==> config.mk <==
export PLATFORM = sky130hd
export DESIGN_NAME = tlb_controller
export DESIGN_NICKNAME = d
export VERILOG_FILES = /design/src/rtl/tlb_pkg.sv /design/src/rtl/tlb_key_matcher.sv /design/src/rtl/tlb_controller.sv
export SDC_FILE = /design/constraint.sdc
export NUM_CORES = 2
export LEC_CHECK = 0
export CAP_MARGIN = 20
export CORE_AREA = 2 2 305 307
export DETAILED_ROUTE_END_ITERATION = 10
export DIE_AREA = 0 0 307 309
export HOLD_SLACK_MARGIN = 0.02
export PLACE_DENSITY = 0.68
export SLEW_MARGIN = 30
export SYNTH_ARGS = -nofsm -noshare
export SYNTH_HDL_FRONTEND = slang
export SYNTH_SLANG_ARGS = --single-unit
==> constraint.sdc <==
create_clock -name clock -period 6.8 [get_ports clock]
set_clock_uncertainty 0.1 [all_clocks]
set_input_delay 1.36 -clock clock [delete_from_list [all_inputs] [get_ports clock]]
set_output_delay 1.36 -clock clock [all_outputs]
set_load 0.01 [all_outputs]
==> src/rtl/tlb_pkg.sv <==
// Shared encodings and geometry for the TLB controller and its key matcher.
package tlb_pkg;

  localparam int TLB_ENTRY_COUNT = 32;
  localparam int TLB_INDEX_W     = 5;
  localparam int TLB_KEY_W       = 20;
  localparam int TLB_VALUE_W     = 22;

  localparam logic [TLB_INDEX_W-1:0] TLB_RANDOM_MIN = 5'd4;
  localparam logic [TLB_INDEX_W-1:0] TLB_RANDOM_MAX = 5'(TLB_ENTRY_COUNT - 1);
  localparam logic [TLB_KEY_W-1:0]   TLB_KEY_RESET  = 20'hC0000;

  // Value word layout: {frame[19:0], W, V}
  localparam int TLB_V_BIT     = 0;
  localparam int TLB_W_BIT     = 1;
  localparam int TLB_FRAME_LSB = 2;
  localparam int TLB_FRAME_MSB = 21;

  typedef enum logic [1:0] {
    TLB_OP_PROBE         = 2'd0,
    TLB_OP_READ          = 2'd1,
    TLB_OP_WRITE_INDEXED = 2'd2,
    TLB_OP_WRITE_RANDOM  = 2'd3
  } tlb_op_t;

  typedef enum logic [1:0] {
    ST_IDLE      = 2'd0,
    ST_READ_WAIT = 2'd1,
    ST_RESPOND   = 2'd2
  } tlb_state_t;

  typedef logic [TLB_ENTRY_COUNT-1:0][TLB_KEY_W-1:0] tlb_key_array_t;

endpackage

==> src/rtl/tlb_key_matcher.sv <==
// Combinational compare of one page against every key; lowest matching index wins.
module tlb_key_matcher
  import tlb_pkg::*;
(
  input  tlb_key_array_t         keys,
  input  logic [TLB_KEY_W-1:0]   page,
  output logic                   hit,
  output logic [TLB_INDEX_W-1:0] index
);

  // Scanning downward lets the lowest matching entry overwrite higher ones.
  always_comb begin
    hit   = 1'b0;
    index = '0;
    for (int i = TLB_ENTRY_COUNT - 1; i >= 0; i--) begin
      if (keys[i] == page) begin
        hit   = 1'b1;
        index = TLB_INDEX_W'(i);
      end
    end
  end

endmodule

==> src/rtl/tlb_controller.sv <==
// TLB sequencer: key array, translation pipeline on value-memory port 1,
// management command FSM on port 2, and the random-replacement counter.
module tlb_controller
  import tlb_pkg::*;
(
  input  logic                   clock,
  input  logic                   reset,
  input  logic                   transRequest,
  input  logic [TLB_KEY_W-1:0]   transPage,
  output logic                   transAccept,
  output logic                   transDone,
  output logic                   transMiss,
  output logic [19:0]            transFrame,
  output logic                   transWritable,
  output logic                   transValid,
  input  logic                   cmdValid,
  input  logic [1:0]             cmdOp,
  input  logic [TLB_INDEX_W-1:0] cmdIndex,
  input  logic [TLB_KEY_W-1:0]   cmdKey,
  input  logic [TLB_VALUE_W-1:0] cmdValue,
  output logic                   cmdReady,
  output logic                   rspValid,
  output logic [TLB_INDEX_W-1:0] rspIndex,
  output logic [TLB_KEY_W-1:0]   rspKey,
  output logic [TLB_VALUE_W-1:0] rspValue,
  output logic                   rspProbeMiss,
  output logic [TLB_INDEX_W-1:0] randomIndex,
  output logic [TLB_INDEX_W-1:0] vmIndex1,
  input  logic [TLB_VALUE_W-1:0] vmReadData1,
  output logic [TLB_INDEX_W-1:0] vmIndex2,
  input  logic [TLB_VALUE_W-1:0] vmReadData2,
  output logic [TLB_VALUE_W-1:0] vmWriteData2,
  output logic                   vmWriteEnable2
);

  // Command handshake: a command transfers on a rising edge where cmdValid and
  // cmdReady are both high; cmdReady is high only in IDLE, and rspValid pulses
  // for exactly one cycle when the command completes.

  tlb_state_t             state, state_next;
  tlb_key_array_t         keys;
  tlb_op_t                op;
  logic [TLB_INDEX_W-1:0] random_q;
  logic                   trans_done_q, trans_miss_q;
  logic [TLB_INDEX_W-1:0] rsp_index_q;
  logic                   rsp_miss_q;
  logic [TLB_KEY_W-1:0]   rsp_key_q;

  logic                   trans_hit, probe_hit;
  logic [TLB_INDEX_W-1:0] trans_index, probe_index;
  logic                   cmd_accept, write_commit;
  logic [TLB_INDEX_W-1:0] write_index;

  assign op           = tlb_op_t'(cmdOp);
  assign cmd_accept   = (state == ST_IDLE) && cmdValid;
  assign write_commit = cmd_accept && ((op == TLB_OP_WRITE_INDEXED) || (op == TLB_OP_WRITE_RANDOM));
  assign write_index  = (op == TLB_OP_WRITE_RANDOM) ? random_q : cmdIndex;

  tlb_key_matcher u_trans_match (
    .keys  (keys),
    .page  (transPage),
    .hit   (trans_hit),
    .index (trans_index)
  );

  tlb_key_matcher u_probe_match (
    .keys  (keys),
    .page  (cmdKey),
    .hit   (probe_hit),
    .index (probe_index)
  );

  always_ff @(posedge clock) begin
    if (reset) begin
      state        <= ST_IDLE;
      random_q     <= TLB_RANDOM_MAX;
      trans_done_q <= 1'b0;
      trans_miss_q <= 1'b0;
      rsp_index_q  <= '0;
      rsp_miss_q   <= 1'b0;
      rsp_key_q    <= '0;
      for (int i = 0; i < TLB_ENTRY_COUNT; i++) keys[i] <= TLB_KEY_RESET;
    end else begin
      state        <= state_next;
      random_q     <= (random_q == TLB_RANDOM_MIN) ? TLB_RANDOM_MAX : random_q - 5'd1;
      trans_done_q <= transAccept;
      trans_miss_q <= !trans_hit;
      if (cmd_accept) begin
        rsp_miss_q <= 1'b0;
        case (op)
          TLB_OP_PROBE: begin
            rsp_index_q <= probe_index;
            rsp_miss_q  <= !probe_hit;
          end
          TLB_OP_READ: begin
            rsp_index_q <= cmdIndex;
            rsp_key_q   <= keys[cmdIndex];
          end
          default: begin
            rsp_index_q       <= write_index;
            keys[write_index] <= cmdKey;
          end
        endcase
      end
    end
  end

  always_comb begin
    state_next = state;
    case (state)
      ST_IDLE: begin
        if (cmdValid) state_next = (op == TLB_OP_READ) ? ST_READ_WAIT : ST_RESPOND;
      end
      ST_READ_WAIT: state_next = ST_IDLE;
      ST_RESPOND:   state_next = ST_IDLE;
      default:      state_next = ST_IDLE;
    endcase
  end

  // Outputs are qualified by !reset so a pending response or result never
  // escapes during the reset cycle itself.
  always_comb begin
    cmdReady       = (state == ST_IDLE);
    rspValid       = !reset && ((state == ST_READ_WAIT) || (state == ST_RESPOND));
    rspIndex       = rspValid ? rsp_index_q : '0;
    rspKey         = '0;
    rspValue       = '0;
    rspProbeMiss   = !reset && (state == ST_RESPOND) && rsp_miss_q;
    vmIndex2       = '0;
    vmWriteData2   = '0;
    vmWriteEnable2 = 1'b0;
    if (!reset && (state == ST_READ_WAIT)) begin
      rspKey   = rsp_key_q;
      rspValue = vmReadData2;
    end
    if (cmd_accept && (op == TLB_OP_READ)) vmIndex2 = cmdIndex;
    if (write_commit && !reset) begin
      vmIndex2       = write_index;
      vmWriteData2   = cmdValue;
      vmWriteEnable2 = 1'b1;
    end

    // Port 1 is never read in a commit cycle, so translations see writes one cycle later.
    transAccept   = transRequest && !write_commit;
    vmIndex1      = transAccept ? trans_index : '0;
    transDone     = trans_done_q && !reset;
    transMiss     = transDone && trans_miss_q;
    transFrame    = '0;
    transWritable = 1'b0;
    transValid    = 1'b0;
    if (transDone && !trans_miss_q) begin
      transFrame    = vmReadData1[TLB_FRAME_MSB:TLB_FRAME_LSB];
      transWritable = vmReadData1[TLB_W_BIT];
      transValid    = vmReadData1[TLB_V_BIT];
    end
  end

  assign randomIndex = random_q;

endmodule

==> metrics.txt <==
Std-Cell Rows 111; Switching Share 28.22%; RSZ-0062 raised after global routing no; DIE AREA 94860 µm²; CP endpoint kind output port; f_max 152.6 MHz; per-cell routed wire length 30.64 µm; syn_nets 5607; DRT iter0 DRCs 6796; CP Data Arrival Time 5.09 ns; GRT Util Overall 42.24%; Main synth FF type dfxtp_1; Gate power share 13.3%; crit share post-route 96.35%; port bufs 229; I/O Pins 230; leakage power total 17.55 nW; clock buffer depth 3; Post-Synth Simple-Gate Area 21.26%; Syn-to-layout area delta 10.98%; worst vdd ir 164.9 µV; Rel. slew slack 26.51%; CTS root buffer clkbuf_16; share of cells above drive strength 1 10.24%; Multi-input gate area 29290 µm²; Mapped Area 45520 µm²; CP required 5.34 ns; Starting Density 49.81%; Filler cells 8493; vias in the first global route 39580; Critical Path Source Type input port; Final setup viols 0; post-synthesis xor/xnor area fraction 24.69%; Seq/Total Area, Yosys 29.69%; Gate Count Post-Synth 5485; FF+latch area 13510 µm²; GRT overflow 0; Slew Limit Fails 0; antenna-violating nets left 0; clock power share 45.7%; largest net degree at the start of global routing 185; CTS tree built; number of synthesized register bits 675; DRC violations left 0; vias per std cell 6.417; WS Path Type in -> out; die height 309 µm; worst-path fanout max 20; power per cell area 194.3 nW/µm²; Synth Area in Adders 0.1374%; final WL 205700 µm; CTS Hold Bufs 0; die span in x 307 µm; final hold violations 0; Internal 7.046 mW; Distinct cells, synth 58; Worst Tran Pin Value 1.100 ns; synthesized area per cell 8.299 µm²; CTS clock-pin slew for the worst setup and hold paths 0.06 ns; Net Switching 2.770 mW; Core Footprint 91390 µm²; Max Cap Viol 0; Final Total Pwr 9.816 mW; Resized Gates After CTS 0; Yosys Warn Count 0; post-synthesis compound-gate area fraction 7.603%; largest family of logic cells by synthesized area XOR/XNOR gates; final weighted congestion in routability-driven placement 1.052; vias 43080; initial antenna violation count 17; Num Clock Sinks 675; post-synthesis mux area share 10.52%; Sequential Power Share 41.0%; layout net count 5580; first drt pass iteration count 6; H-tree depth 3; dpl hpwl 145600 µm; fin crit period 6.552 ns; TritonCTS buffer count 77; status finished clean; kind of path behind the tightest hold check reg -> reg; postcts setup bufs 0; first-pass GRT wire length 290000 µm; Post-synth EDFFs 0; Post-synth ARST share 0%; clk_lat worst skew 0.68 ns; setup_tns 0 ns
-- routing by layer --
| metal | GRT usage, % | vias to the layer above | wire [µm] |
|---|---|---|---|
| li1 | - | 18340 | - |
| met1 | 56.83 | 20750 | 79280 |
| met2 | 60.46 | 3283 | 83790 |
| met3 | 14.14 | 688 | 30830 |
| met4 | 20.64 | 28 | 11620 |
| met5 | 0 | - | 192 |
-- flip-flops by register name (all words and copies together) (netlist names) --
| name | flops |
|---|---|
| state | 2 |
| trans_miss_q | 1 |
| rsp_miss_q | 1 |
| randomIndex | 5 |
| rsp_index_q | 5 |
| trans_done_q | 1 |
| keys | 640 |
| rsp_key_q | 20 |
-- logic make-up after synthesis --
kind of cell	after synthesis
buf+inv	501
mux	228
flops	675
compound gates	657
fa+ha+maj	5
xor+xnor	1283
simple gates	2136
-- per-stage QoR --
step	util [%]	setup WS (ns)	instance area [µm²]	std cells	hold slack (ns)
2_1_floorplan	-	2.156	45520	5485	0.3363
3_3_place_gp	52.31	0.4837	47800	6563	0.3268
3_5_place_dp	52.35	0.4011	47840	6565	0.3335
4_1_cts	55.25	0.3954	50490	6706	0.3485
5_1_grt	55.26	0.2666	50500	6706	0.3763
6_report	55.28	0.2485	50520	6714	0.3450
-- final timing paths --
path,from,endpoint,slack [ns],cells after the start
worst max-delay path,transPage[7],vmIndex1[1],0.25,13
worst min-delay path,randomIndex[0]$_SDFF_PP1_,randomIndex[0]$_SDFF_PP1_,0.34,1
worst max register to register,state[0]$_SDFFE_PP0P_,keys[42]$_SDFFE_PP0P_,3.44,9
worst min register to register,randomIndex[0]$_SDFF_PP1_,randomIndex[0]$_SDFF_PP1_,0.34,1
-- layout make-up --
cell class	instances	area share, %
timing repair buffer	385	6.972
tap	1186	2.937
inverter	10	0.07430
multi-input combinational	4309	57.97
clock inverter	39	0.9511
clock buffer	102	4.302
sequential	675	26.75
antenna	8	0.03963
-- power by group through the flow --
stage                     clock [mW]  sequential, mW  combinational, mW
after floorplan                    0            4.09              0.860
after global placement             0            4.11               1.25
after detailed placement           0            4.11               1.26
after CTS                       4.49            4.02               1.26
after global routing            4.65            4.03               1.35
final                           4.48            4.03               1.31
-- critical path, stage by stage --
cell	delay (ns)
buf_2	0.47
buf_4	0.54
xnor2_1	0.19
nand4_1	0.11
nor3_1	0.42
nor2_1	0.14
o31ai_2	0.08
a21oi_1	0.15
o211ai_2	0.22
nand2_1	0.13
a311oi_2	0.48
buf_4	0.22
clkdlybuf4s50_1	0.54
-- cell usage after synthesis, types with 26 or more instances --
library cell	number	area, µm²
a21oi_1	590	2953
and2_1	74	462.9
and3_1	26	162.7
buf_2	128	640.6
buf_4	57	427.9
buf_6	69	777.0
clkbuf_1	221	829.6
dfxtp_1	675	13510
mux4_2	200	4504
nand2_1	1356	5090
nand3_1	73	365.4
nand3b_1	65	488.0
nand4_1	151	944.7
nor2_1	98	367.9
nor3_1	72	360.4
nor4_1	173	1082
xnor2_1	603	5281
xor2_1	680	5956
-- placed cells by master (no fill, tap or decap), types with 4 or more instances in the layout --
master and count:
a211oi_1 23, a21oi_1 590, a31oi_1 7, and2_1 74, and3_1 26, buf_12 16, buf_2 22, buf_4 158
bufinv_16 9, clkbuf_1 12, clkbuf_16 79, clkbuf_8 11, clkdlybuf4s50_1 184, clkinv_2 15, clkinvlp_4 6, dfxtp_1 675
diode_2 8, ha_1 5, inv_1 9, inv_6 5, mux2i_1 24, mux4_2 200, nand2_1 1356, nand2b_1 11
nand3_1 73, nand3b_1 65, nand4_1 151, nor2_1 95, nor2b_1 11, nor3_1 69, nor3_2 14, nor4_1 173
o21ai_0 13, or2_2 4, xnor2_1 603, xor2_1 680
Power figures use the tool's default switching activity.
